[src/rtl/fir_pkg.sv]
// Shared definitions for the FIR tap controller slice.
//   fir_state_e   : controller FSM state encodings (visible on ov_state)
//   FirStateWidth : width of the encoded state
//   weight_lsb()  : LSB of tap k's weight inside the flat weight bus
package fir_pkg;

    localparam int unsigned FirStateWidth = 2;

    typedef enum logic [FirStateWidth-1:0] {
        StIdle   = 2'd0,
        StLoad   = 2'd1,
        StCommit = 2'd2,
        StRun    = 2'd3
    } fir_state_e;

    // Tap 0 is the output end of the transposed chain and sits at bit 0.
    function automatic int unsigned weight_lsb(input int unsigned tap, input int unsigned width);
        return tap * width;
    endfunction

endpackage

[src/rtl/fir_coef_bank.sv]
// Coefficient register bank: a shadow bank written one word at a time and an
// active bank that takes a full copy of the shadow bank on a commit strobe.
// Values are stored verbatim.
//   i_clk, i_rst : clock, synchronous active-high reset (clears both banks)
//   wr_en_i      : write shadow[wr_addr_i] <= wr_data_i
//   commit_i     : copy shadow bank to active bank
//   weights_o    : active bank, tap k at [k*DATA_WIDTH +: DATA_WIDTH]
module fir_coef_bank
    import fir_pkg::*;
#(
    parameter int unsigned DATA_WIDTH = 24,
    parameter int unsigned NUM_TAPS   = 8,
    parameter int unsigned ADDR_WIDTH = $clog2(NUM_TAPS)
) (
    input  logic                           i_clk,
    input  logic                           i_rst,
    input  logic                           wr_en_i,
    input  logic [ADDR_WIDTH-1:0]          wr_addr_i,
    input  logic [DATA_WIDTH-1:0]          wr_data_i,
    input  logic                           commit_i,
    output logic [NUM_TAPS*DATA_WIDTH-1:0] weights_o
);

    logic [DATA_WIDTH-1:0] shadow_q [NUM_TAPS];
    logic [DATA_WIDTH-1:0] active_q [NUM_TAPS];

    always_ff @(posedge i_clk) begin
        if (i_rst) begin
            for (int unsigned k = 0; k < NUM_TAPS; k++) begin
                shadow_q[k] <= '0;
                active_q[k] <= '0;
            end
        end else begin
            for (int unsigned k = 0; k < NUM_TAPS; k++) begin
                if (wr_en_i && (wr_addr_i == ADDR_WIDTH'(k))) begin
                    shadow_q[k] <= wr_data_i;
                end
                if (commit_i) begin
                    active_q[k] <= shadow_q[k];
                end
            end
        end
    end

    for (genvar k = 0; k < NUM_TAPS; k++) begin : g_flat
        assign weights_o[weight_lsb(k, DATA_WIDTH) +: DATA_WIDTH] = active_q[k];
    end

endmodule

[src/rtl/fir_tap_ctrl.sv]
// Controller for a transposed FIR tap chain: loads coefficients into a shadow
// bank, commits them atomically while clearing the chain, and streams samples
// through the chain with a one-cycle accept-to-output latency.
//   i_clk, i_rst                         : clock, synchronous active-high reset
//   i_load_req                           : pulse, start a coefficient reload
//   i_coef_valid, iv_coef, o_coef_ready  : coefficient stream (LOAD only)
//   i_s_valid, iv_s_data, o_s_ready      : input sample stream
//   o_tap_en, ov_tap_din, o_chain_clr    : tap chain enable / broadcast sample / clear
//   ov_weights                           : active weights, tap 0 = output end at bit 0
//   iv_chain_sum                         : tap 0 sum from the chain
//   o_m_valid, ov_m_data, i_m_ready      : output stream
//   ov_state                             : current FSM state
module fir_tap_ctrl
    import fir_pkg::*;
#(
    parameter int unsigned DATA_WIDTH = 24,
    parameter int unsigned NUM_TAPS   = 8
) (
    input  logic                           i_clk,
    input  logic                           i_rst,
    input  logic                           i_load_req,
    input  logic                           i_coef_valid,
    input  logic [DATA_WIDTH-1:0]          iv_coef,
    output logic                           o_coef_ready,
    input  logic                           i_s_valid,
    input  logic [DATA_WIDTH-1:0]          iv_s_data,
    output logic                           o_s_ready,
    output logic                           o_tap_en,
    output logic [DATA_WIDTH-1:0]          ov_tap_din,
    output logic                           o_chain_clr,
    output logic [NUM_TAPS*DATA_WIDTH-1:0] ov_weights,
    input  logic [DATA_WIDTH-1:0]          iv_chain_sum,
    output logic                           o_m_valid,
    output logic [DATA_WIDTH-1:0]          ov_m_data,
    input  logic                           i_m_ready,
    output logic [FirStateWidth-1:0]       ov_state
);

    localparam int unsigned CntWidth = $clog2(NUM_TAPS);
    localparam logic [CntWidth-1:0] LastCnt = CntWidth'(NUM_TAPS - 1);

    fir_state_e          state_q, state_d;
    logic [CntWidth-1:0] cnt_q, cnt_d;
    logic                from_run_q, from_run_d;
    logic                m_valid_q, m_valid_d;

    logic coef_ready;
    logic coef_hs;
    logic s_ready;
    logic commit;
    logic stream_ready;

    // Output register is free, or is being drained this cycle.
    assign stream_ready = !m_valid_q || i_m_ready;

    always_comb begin
        state_d    = state_q;
        cnt_d      = cnt_q;
        from_run_d = from_run_q;
        coef_ready = 1'b0;
        s_ready    = 1'b0;
        commit     = 1'b0;

        unique case (state_q)
            StIdle: begin
                if (i_load_req) begin
                    state_d    = StLoad;
                    from_run_d = 1'b0;
                end
            end
            StLoad: begin
                coef_ready = 1'b1;
                // A reload started from RUN keeps the old weights streaming.
                s_ready    = from_run_q && stream_ready;
                if (i_coef_valid) begin
                    if (cnt_q == LastCnt) begin
                        cnt_d   = '0;
                        state_d = StCommit;
                    end else begin
                        cnt_d = cnt_q + 1'b1;
                    end
                end
            end
            StCommit: begin
                commit  = 1'b1;
                state_d = StRun;
            end
            StRun: begin
                s_ready = stream_ready;
                if (i_load_req) begin
                    state_d    = StLoad;
                    from_run_d = 1'b1;
                end
            end
            default: state_d = StIdle;
        endcase
    end

    // Reset forces every handshake low and holds the chain clear.
    assign o_coef_ready = coef_ready && !i_rst;
    assign o_s_ready    = s_ready && !i_rst;
    assign o_tap_en     = i_s_valid && o_s_ready;
    assign o_chain_clr  = i_rst || (state_q == StCommit);
    assign coef_hs      = i_coef_valid && o_coef_ready;

    always_comb begin
        m_valid_d = m_valid_q;
        if (commit) begin
            m_valid_d = 1'b0;
        end else if (o_tap_en) begin
            m_valid_d = 1'b1;
        end else if (m_valid_q && i_m_ready) begin
            m_valid_d = 1'b0;
        end
    end

    always_ff @(posedge i_clk) begin
        if (i_rst) begin
            state_q    <= StIdle;
            cnt_q      <= '0;
            from_run_q <= 1'b0;
            m_valid_q  <= 1'b0;
        end else begin
            state_q    <= state_d;
            cnt_q      <= cnt_d;
            from_run_q <= from_run_d;
            m_valid_q  <= m_valid_d;
        end
    end

    fir_coef_bank #(
        .DATA_WIDTH (DATA_WIDTH),
        .NUM_TAPS   (NUM_TAPS),
        .ADDR_WIDTH (CntWidth)
    ) u_coef_bank (
        .i_clk     (i_clk),
        .i_rst     (i_rst),
        .wr_en_i   (coef_hs),
        .wr_addr_i (cnt_q),
        .wr_data_i (iv_coef),
        .commit_i  (commit && !i_rst),
        .weights_o (ov_weights)
    );

    assign ov_tap_din = iv_s_data;
    assign ov_m_data  = iv_chain_sum;
    assign o_m_valid  = m_valid_q;
    assign ov_state   = state_q;

endmodule

[config.mk]
export PLATFORM = sky130hd
export DESIGN_NAME = fir_tap_ctrl
export DESIGN_NICKNAME = d
export VERILOG_FILES = /design/src/rtl/fir_pkg.sv /design/src/rtl/fir_coef_bank.sv /design/src/rtl/fir_tap_ctrl.sv
export SDC_FILE = /design/constraint.sdc
export NUM_CORES = 1
export LEC_CHECK = 0
export CAP_MARGIN = 20
export CORE_MARGIN = 5
export CORE_UTILIZATION = 50
export CTS_CLUSTER_DIAMETER = 150
export DETAILED_ROUTE_END_ITERATION = 7
export HOLD_SLACK_MARGIN = 0.1
export MAX_ROUTING_LAYER = met4
export PLACE_DENSITY = 0.84
export SLEW_MARGIN = 0
export SYNTH_ARGS = -nofsm -noshare
export SYNTH_HDL_FRONTEND = slang
export SYNTH_SLANG_ARGS = --single-unit
[constraint.sdc]
create_clock -name i_clk -period 5.4 [get_ports i_clk]
set_input_delay 0.54 -clock i_clk [delete_from_list [all_inputs] [get_ports i_clk]]
set_output_delay 0.54 -clock i_clk [all_outputs]
set_load 0.005 [all_outputs]
==> results.yml <==
worst_setup_path:
  crit_arrival_ns: 2.76
  critPathLaunchType: "input pin"
  cpLargestDelayFamily: "buffers and inverters"
  crit_type: "in -> out"
  max_stage_delay_ns: 0.71
  cp_slowest_cell: "buf_4"
  cp_max_fo: 93
  cp.buffers_inverters: 3
  required_ns: 4.86
  cp-end-kind: "primary output"
  path_cells: "buf_4 > nor2_1 > inv_8 > clkdlybuf4s50_1"
global_route:
  track_usage_pct: 19.4
  antenna_found_initial: 3
  overflow: 0
  grt_max_degree: 94
  grt_pass1_vias: 7774
  grt_pass1_wl_um: 47100
finish:
  nNetsFinal: 1179
  area_growth_pct: 24.3
  drive_above_1_share_pct: 6.89
clock_tree:
  cts_max_level: 2
  holdBufCountCts: 0
  post_cts_buffers: 0
  clock_latency_ns: 0.52
  clock_sinks: 391
  cts_tree: "yes"
  clock_path_buffers: 3
  clk_pin_slew_ns: 0.06
  cts_buffers: 40
  ctsResizeCount: 0
  cts_root_buffer: "clkbuf_16"
sta:
  maxSlewViolCount: 0
  finalHoldViolCount: 0
  grt_setup_unrepaired: "no"
  final-setup-viol-count: 0
  finalCritPeriodShare_pct: 61.0
  fin_tns_setup_ns: 0
  worst_pin_slew_ns: 1.01
  slew-limit-headroom_pct: 32.9
  period_needed_ns: 3.30
  finClkSkew_ns: 0.0188
  clock.fmax_mhz: 303
drt:
  viasPerCell: 5.04
  dr.pass1.iters: 4
  drtAntennaViolNets: 0
  detail_route.iter0.violations: 574
  drc: 0
  wirelength_um: 31800
  wl_per_cell_um: 21.1
  via_count: 7603
synth:
  synthCells: 901
  syn-num-nets: 990
  synth_compound_area_share_pct: 0.486
  yosysMostFrequentCell: "edfxtp_1"
  syn_area_um2: 14900
  yosysWarnings: 0
  synth-edff-count: 384
  synth-simple-area-share_pct: 16.5
  synth_fa_ha_area_share_pct: 0.923
  synth_area_per_cell_um2: 16.6
  synthTopCellsByArea: "edfxtp_1 (77%), and2_1 (12%), nor2b_1 (3.1%)"
  synth.distinct_cells: 34
  seq_area_frac_synth_pct: 78.2
  synth-main-ff-cell: "edfxtp_1"
  ys_top_cells_by_count: "edfxtp_1 (384), and2_1 (291), nor2b_1 (74)"
  synth.mux.area_fraction_pct: 0.134
  netlist.area_leader.share_pct: 77.3
  synth_top_family_by_area: "simple AND/OR/NAND/NOR gates"
  ys_ff_latch: 391
  async_flop_share_pct: 0
  yosysTopAreaCell: "edfxtp_1"
  synthXorXnorAreaFrac_pct: 0
power:
  total_power_uw: 7530
  p_sw_uw: 1680
  cellLeakagePower_uw: 0.00679
  seqPwrFrac_pct: 51.8
  intPower_uw: 5840
  pwr-share-clk_pct: 35.0
  pwr_density_cell_nw_per_um2: 406
  combPwrFrac_pct: 13.2
  swShare_pct: 22.4
  ir_worst_vdd_v: 0.000244
min_path:
  hp-class: "reg -> reg"
die:
  die_w_um: 183
  start_util_pct: 50.5
  io_pins: 325
  rows: 63
  coreArea_um2: 29600
  dieHeight_um: 183
  dieArea_um2: 33400
run_status:
  status: "finished clean"
placement:
  portBuffers: 228
  dp_hpwl_um: 20600
  place_congestion: 0.805
job:
  cap_violations: 0
==> tightest hold or removal path, stage by stage (launching register included) <==
cell and delay (ns):
dfxtp_1 0.33, a22oi_1 0.07, nor2_1 0.07
==> through the flow <==
step | hold slack [ns] | util (%) | setup WS [ns] | instance area (µm²) | instances
finish | 0.509 | 62.7 | 2.10 | 18500 | 1508
global route | 0.530 | 62.7 | 1.93 | 18500 | 1508
CTS | 0.514 | 62.6 | 2.10 | 18500 | 1505
detailed placement | 0.499 | 58.3 | 2.10 | 17200 | 1436
global placement | 0.478 | 58.3 | 2.15 | 17200 | 1436
floorplan | 0.465 | - | 0.398 | 14900 | 901
==> flip-flops by register name (all words and copies together) (netlist names) <==
signal and cells:
cnt_q 3, o_m_valid 1, u_coef_bank.shadow_q 192, ov_state 2, from_run_q 1, u_coef_bank.active_q 192
==> power by group through the flow <==
stage | Combinational, µW | Sequential (µW) | Clock, µW
floorplan | 341 | 3980 | 0
global placement | 971 | 3960 | 0
detailed placement | 1000 | 3960 | 0
CTS | 1010 | 3900 | 2670
global route | 1080 | 3930 | 2820
finish | 997 | 3900 | 2630
==> layer usage <==
layer	routed length (µm)	track usage [%]	up-vias
met1	12400	23.8	3739
met2	16000	31.8	313
met5	0	-	-
met4	1130	7.48	0
met3	2230	4.11	102
li1	-	-	3449
==> worst paths after layout <==
kind / from / to / slack [ns] / cells after the start
setup / recovery: i_rst / o_chain_clr / 2.10 / 4
hold / removal: from_run_q$_SDFFE_PP0P_ / from_run_q$_SDFFE_PP0P_ / 0.51 / 2
setup reg to reg: ov_state[1]$_SDFFE_PP0P_ / u_coef_bank.shadow_q[0][111]$_SDFFCE_PN0P_ / 2.59 / 5
hold reg to reg: from_run_q$_SDFFE_PP0P_ / from_run_q$_SDFFE_PP0P_ / 0.51 / 2
==> final cells by class <==
| class | instances | area (µm²) |
|---|---|---|
| Sequential cell | 391 | 11700 |
| Fill cell | 2105 | 11000 |
| Multi-Input combinational cell | 416 | 2720 |
| Timing Repair Buffer | 234 | 2360 |
| Clock buffer | 47 | 1070 |
| Tap cell | 390 | 488 |
| Clock inverter | 22 | 199 |
| Inverter | 7 | 33.8 |
| Antenna cell | 1 | 2.50 |
==> cells by family (layout without fill, tap and decap cells) <==
group / after synthesis / after routing
AO/OA/AOI/OAI: 11 / 11
adder cells (fa/ha/maj): 11 / 11
buffers and inverters: 94 / 310
flip-flops: 391 / 391
multiplexers: 2 / 2
other: 0 / 1
AND/OR/NAND/NOR: 392 / 392
==> cells in the final DEF (no fill, tap or decap), types with 2 or more instances in the layout <==
| cell type | n |
|---|---|
| clkinv_2 | 6 |
| clkinv_4 | 2 |
| or2_2 | 6 |
| inv_1 | 6 |
| buf_4 | 5 |
| nor3b_4 | 2 |
| dfxtp_1 | 7 |
| inv_8 | 2 |
| ha_1 | 11 |
| edfxtp_1 | 384 |
| nor2_1 | 7 |
| o21ai_0 | 2 |
| bufinv_16 | 3 |
| and2_1 | 291 |
| nor2b_1 | 73 |
| mux2i_1 | 2 |
| clkbuf_1 | 5 |
| clkbuf_16 | 42 |
| clkdlybuf4s50_1 | 227 |
| a21oi_1 | 3 |
| nand2_1 | 2 |
| clkinv_1 | 9 |
(Power assumes the default switching activity.)
